## src/rtl/dm_arbiter.sv

```systemverilog
// dm_arbiter: round-robin sharing of the single-ported data memory between the
// CPU MEM stage (port 0) and an auxiliary master (port 1), with post-reset zero-fill.
module dm_arbiter #(
    parameter int unsigned DEPTH_LOG2     = 12,
    parameter bit          CLEAR_ON_RESET = 1'b1
) (
    input  logic        clk,
    input  logic        reset,
    input  logic        req0,
    input  logic        req1,
    input  logic        we0,
    input  logic        we1,
    input  logic [31:0] addr0,
    input  logic [31:0] addr1,
    input  logic [31:0] wdata0,
    input  logic [31:0] wdata1,
    input  logic [31:0] pc0,
    input  logic [31:0] pc1,
    output logic        gnt0,
    output logic        gnt1,
    output logic        rvalid0,
    output logic        rvalid1,
    output logic [31:0] rdata0,
    output logic [31:0] rdata1,
    output logic        busy,
    output logic        mem_we,
    output logic [31:0] mem_addr,
    output logic [31:0] mem_wdata,
    output logic [31:0] mem_pc,
    output logic        mem_clr,
    input  logic [31:0] mem_rdata
);
    localparam int unsigned AW = 32;
    localparam int unsigned DW = 32;
    localparam logic [DEPTH_LOG2-1:0] CLR_LAST = '1;

    typedef enum logic {
        ST_CLEAR = 1'b0,
        ST_IDLE  = 1'b1
    } state_e;

    state_e                state_q, state_d;
    logic [DEPTH_LOG2-1:0] clr_q, clr_d;
    logic                  rr_last_q, rr_last_d;
    logic                  rvalid0_q, rvalid0_d;
    logic                  rvalid1_q, rvalid1_d;
    logic [DW-1:0]         rdata0_q, rdata0_d;
    logic [DW-1:0]         rdata1_q, rdata1_d;
    logic                  pick1;

    // State register; reset is synchronous and active-low.
    always_ff @(posedge clk) begin
        if (!reset) begin
            state_q   <= CLEAR_ON_RESET ? ST_CLEAR : ST_IDLE;
            clr_q     <= '0;
            rr_last_q <= 1'b1;
            rvalid0_q <= 1'b0;
            rvalid1_q <= 1'b0;
            rdata0_q  <= '0;
            rdata1_q  <= '0;
        end else begin
            state_q   <= state_d;
            clr_q     <= clr_d;
            rr_last_q <= rr_last_d;
            rvalid0_q <= rvalid0_d;
            rvalid1_q <= rvalid1_d;
            rdata0_q  <= rdata0_d;
            rdata1_q  <= rdata1_d;
        end
    end

    // Next-state, arbitration and memory-side muxing.
    always_comb begin
        state_d   = state_q;
        clr_d     = clr_q;
        rr_last_d = rr_last_q;
        rvalid0_d = 1'b0;
        rvalid1_d = 1'b0;
        rdata0_d  = rdata0_q;
        rdata1_d  = rdata1_q;
        gnt0      = 1'b0;
        gnt1      = 1'b0;
        busy      = 1'b0;
        mem_we    = 1'b0;
        mem_clr   = 1'b0;
        mem_addr  = addr0;
        mem_wdata = wdata0;
        mem_pc    = pc0;
        pick1     = req1 && (!req0 || !rr_last_q);

        if (!reset) begin
            // Outputs held at their reset values while reset is asserted.
            busy      = CLEAR_ON_RESET;
            mem_we    = CLEAR_ON_RESET;
            mem_clr   = CLEAR_ON_RESET;
            mem_addr  = '0;
            mem_wdata = '0;
            mem_pc    = '0;
        end else begin
            unique case (state_q)
                ST_CLEAR: begin
                    busy      = 1'b1;
                    mem_we    = 1'b1;
                    mem_clr   = 1'b1;
                    mem_addr  = AW'({clr_q, 2'b00});
                    mem_wdata = '0;
                    mem_pc    = '0;
                    clr_d     = clr_q + 1'b1;
                    if (clr_q == CLR_LAST) begin
                        state_d = ST_IDLE;
                    end
                end
                ST_IDLE: begin
                    gnt1 = pick1;
                    gnt0 = req0 && !pick1;
                    if (gnt1) begin
                        mem_we    = we1;
                        mem_addr  = addr1;
                        mem_wdata = wdata1;
                        mem_pc    = pc1;
                        rr_last_d = 1'b1;
                        rvalid1_d = !we1;
                        if (!we1) begin
                            rdata1_d = mem_rdata;
                        end
                    end else if (gnt0) begin
                        mem_we    = we0;
                        rr_last_d = 1'b0;
                        rvalid0_d = !we0;
                        if (!we0) begin
                            rdata0_d = mem_rdata;
                        end
                    end
                end
                default: state_d = ST_IDLE;
            endcase
        end
    end

    assign rvalid0 = rvalid0_q;
    assign rvalid1 = rvalid1_q;
    assign rdata0  = rdata0_q;
    assign rdata1  = rdata1_q;

endmodule

```

## config.mk

```make
export PLATFORM = sky130hd
export DESIGN_NAME = dm_arbiter
export DESIGN_NICKNAME = d
export VERILOG_FILES = /design/src/rtl/dm_arbiter.sv
export SDC_FILE = /design/constraint.sdc
export NUM_CORES = 1
export LEC_CHECK = 0
export CAP_MARGIN = 20
export CORE_AREA = 4 4 151 153
export DETAILED_ROUTE_END_ITERATION = 8
export DIE_AREA = 0 0 155 157
export GPL_TIMING_DRIVEN = 0
export PLACE_DENSITY_LB_ADDON = 0.2
export SYNTH_ARGS = -nofsm -noshare
export SYNTH_HDL_FRONTEND = slang
export SYNTH_SLANG_ARGS = --single-unit
export TNS_END_PERCENT = 30
```

## constraint.sdc

```tcl
create_clock -name clk -period 4.2 [get_ports clk]
set_input_delay 1.05 -clock clk [delete_from_list [all_inputs] [get_ports clk]]
set_output_delay 1.05 -clock clk [all_outputs]
set_load 0.05 [all_outputs]
```

-- After elaboration in Yosys (flattened, before gate mapping)
Cells that the tools add are included.
- register bits after elaboration: 80
- input bits: 230
- output and inout bits: 167
- word-level logic and storage cells: 52
- add/subtract/negate cells: 1
- equality and inequality tests: 1
- multiplexer cells: 23
- bitwise gates (word level): 6
- reductions and logical operators: 14
- operators by type and width (kind ; count):
    32-bit two-way mux ; 6
    32-bit case mux with 2 select lines ; 3
    1-bit two-way mux ; 13
    12-bit by 1-bit adder with 12-bit output, second input constant ; 1
    12-bit equality test, second input constant ; 1
    1-bit inverter ; 6
    3-bit AND reduction ; 2
    1-bit zero test ; 5
    4-bit AND reduction ; 1
    4-bit OR reduction ; 1
    1-bit logical AND ; 2
    1-bit case mux with 2 select lines ; 1
    2-bit AND reduction ; 1
    2-bit nonzero test ; 1
    1-bit logical OR ; 1

-- Logic depth before layout (Yosys ltp)
- depth in word-level cells: 9
- gate-level depth with buffers: 6
- gate-level depth less buffers: 4

-- Worst setup path after synthesis
Ideal clock, no wire load.
- kind: input port to output port
- start point: in reset
- end point: out gnt0
- data arrival time: 2.697 ns
- data required time: 3.150 ns
- path slack: 0.453 ns
- stages: 4
- buffers on the path: 2
- cells stage by stage: buf_2 > nand2_1 > clkbuf_1 > nor3b_1
- longest elaborated chain between the ends: 1
- RTL lines (item ; line ; RTL):
    from (decl) ; 8 ; input logic reset,
    1-bit two-way mux ; 91 ; if (!reset) begin
    to (decl) ; 19 ; output logic gnt0,
No other way between the ends.

-- Final worst setup path
- start point: in req1
- end point: out mem_pc[13]
- longest elaborated chain between the ends: 4
- RTL lines (item ; line ; RTL):
    from (decl) ; 10 ; input logic req1,
    1-bit logical AND ; 89 ; pick1 = req1 && (!req0 || !rr_last_q);
    32-bit two-way mux ; 116 ; if (gnt1) begin
    32-bit case mux with 2 select lines ; 100 ; unique case (state_q)
    32-bit two-way mux ; 91 ;
    to (decl) ; 29 ; output logic [31:0] mem_pc,
No other way between the ends.

==> metrics.txt <==
Max stage delay on crit path 0.61 ns; Power, Total 1.889 mW; DR pass1 iterations 5; CTS tree built; CTS Root Cell clkbuf_16; Worst R2R Setup Slack 2.57 ns; Post-DRT Antenna Nets 0; hold depth 2; PortBufs 395; Final min period 4.135 ns; Std-Cell Rows 54; Critical Path Sink mem_pc[13]; Critical Path End Type output port; clk_skew 0.006230 ns; Final setup viols 0; post-synthesis mux area share 0.4361%; vias 6635; final-report max-slew violation count 0; Synth Net Count 944; IO Count 397; share of the synthesized area in the top cell type 34.89%; RSZ-0062 raised after global routing true; Core Region 21550 um2; wire per inst 19.19 um; cts bufs inserted 9; Synth Area in XOR/XNOR 0.7632%; Syn-to-layout area delta 94.82%; Crit path required time 3.15 ns; Final WS setup 0.06497 ns; largest area contributor in the netlist dfxtp_1; Arrival @ worst endpoint 3.09 ns; HP Class flip-flop to flip-flop; GP Congestion 0.9083; initial antenna violation count 5; vias in the first global route 6569; sequential cell area 1602 um2; vias per cell 4.716; Crit. Startpoint req1; setup slack at placement -0.6163 ns; Post-Route WL 27010 um; first-pass GRT wire length 39200 um; Hold Buf Count CTS 0; Worst-path clk slew 0.06 ns; crit share post-route 98.45%; compound-gate portion of the synthesized area 28.29%; DRT iter0 DRCs 288; largest family of logic cells by synthesized area simple AND/OR/NAND/NOR gates; R2R Path Start clr_q[0]; # nets final 1350; Slew @ Worst Pin 0.6120 ns; Distinct cells, synth 37; Avg Cell Area, Syn 6.439 um2; # Max-Cap Violations 0; Clock Sink Count 80; commonest non-fill, non-tap cell in the layout clkdlybuf4s50_1; H-tree levels 3; crit path cell chain clkdlybuf4s50_1 > a21boi_0 > clkbuf_4 > clkbuf_2 > nand2_1 > a21oi_1 > clkdlybuf4s15_1; Slew headroom 59.20%; # DRC 0; Worst VDD drop 148.3 uV; critical path's slowest cell clkdlybuf4s50_1; P_leak 3.424 nW; critical-path maximum fanout 10; Die Height 157 um; synth top area cells dfxtp_1 (35%), a21oi_1 (17%), nand2_1 (16%); pin count of the biggest net entering global routing 13; chip width 155 um; die footprint 24340 um2; PostCTS Resize Cnt 306; grt total ovfl 0; Initial Utilization 21.30%; # Post-CTS Setup Buffers 0; post-synthesis register bit count 80; layout cells sized above 1 12.64%; insertion delay to the later sink of the worst-skew pair 0.33 ns; Reg2Reg Capture Point clr_q[10]; crit start category input port; commonest cells after routing, fill and taps aside clkdlybuf4s50_1 (295), nand2_1 (198), a21oi_1 (155); simple-gate portion of the synthesized area 28.45%; register area share after synthesis 34.89%; R2R cell count 4; PwrDens 211.2 nW/um2; Yosys warnings 0; status completed; post-synthesis cell count 713; Tot GR Track Use 20.89%; Max clock buf depth 2; multi-input logic area 2673 um2; Crit Path Class input port to output port; Achievable Freq 0.2418 GHz; adder-cell area share of the yosys netlist 0.2726%; Filler cells 2332; Final Hold Viols 0; HPWL Detailed 22070 um; synthesized area 4591 um2
-- state kept, by name (all words and copies together), names as in the netlist --
register and flops:
rdata1 32, state_q 1, rr_last_q 1, rvalid1 1
rvalid0 1, rdata0 32, clr_q 12
-- metal layers --
metal	GRT usage [%]	wire length, um	part of all wire, %
met3	7.644	2605	9.6
met1	23.92	10330	38
met4	6.224	541	2.0
met5	0	20	0.074
met2	36.53	13510	50
-- cells by family (layout without fill, tap and decap cells) --
logic type	Yosys count	after routing
other cells	0	4
mux	2	2
flops	80	80
fa+ha+maj	1	1
simple gates	298	298
buf+inv	75	485
xor+xnor	4	4
compound gates	253	253
-- Yosys cell counts --
master and count:
buf_6 1, inv_2 1, nand4b_1 1, or4_1 3, a21bo_2 1, nand3_1 67, nor2b_1 2, dfxtp_1 80
o31ai_1 3, nand4b_4 1, xnor2_1 1, nand4_2 1, nor2_1 6, mux2i_1 2, nand2b_1 2, buf_4 1
a31oi_1 12, and3_1 1, o21a_1 1, nand4_1 2, clkbuf_1 46, nor4_1 1, nand3b_1 3, buf_2 19
nor3_1 3, and2_1 1, a21oi_1 155, buf_1 5, nand2_1 198, a21boi_0 1, or3_1 3, and3b_1 2
ha_1 1, xor2_1 3, nor3b_1 1, inv_1 2, o21ai_0 80
-- final cells by class --
cell class,count,share of cell area (%)
timing repair buffer,395,41.20
multi-input combinational,558,29.88
sequential,80,17.91
tap,280,3.917
buffer,72,3.721
clock buffer,12,2.644
clock inverter,3,0.4896
inverter,3,0.1259
antenna,4,0.1119
-- per-stage QoR --
stage | setup TNS (ns) | utilization (%) | std cells | hold slack, ns | cell area [um2]
floorplan | 0 | - | 713 | 0.4524 | 4591
global placement | -43.46 | 41.27 | 1388 | 0.4618 | 8895
detailed placement | -43.94 | 41.27 | 1388 | 0.4663 | 8895
CTS | -0.07274 | 42.44 | 1403 | 0.4746 | 9148
global route | -0.1332 | 41.50 | 1407 | 0.4967 | 8944
finish | 0 | 41.50 | 1407 | 0.4744 | 8944
-- power breakdown --
group | internal [mW] | switching, mW | leakage, nW | total [mW]
Combinational | 0.223 | 0.138 | 2.64 | 0.361
Clock | 0.458 | 0.305 | 0.137 | 0.763
Sequential | 0.761 | 0.00419 | 0.645 | 0.765
Total | 1.44 | 0.447 | 3.42 | 1.89
-- worst max-delay path, delay by kind of cell --
kind	cells	cell delay [ns]
buf+inv	4	1.62
compound gates	2	0.33
simple gates	1	0.08
-- worst min path at each step --
stage                from         end  slack (ns)
4_1_cts        rdata1[12]  rdata1[12]        0.47
2_1_floorplan   clr_q[11]   clr_q[11]        0.45
3_3_place_gp   rdata0[23]  rdata0[23]        0.46
5_1_grt        rdata1[13]  rdata1[13]        0.50
6_report       rdata0[10]  rdata0[10]        0.47
3_5_place_dp   rdata1[12]  rdata1[12]        0.47
No activity file was read; power rests on OpenSTA's default activity.
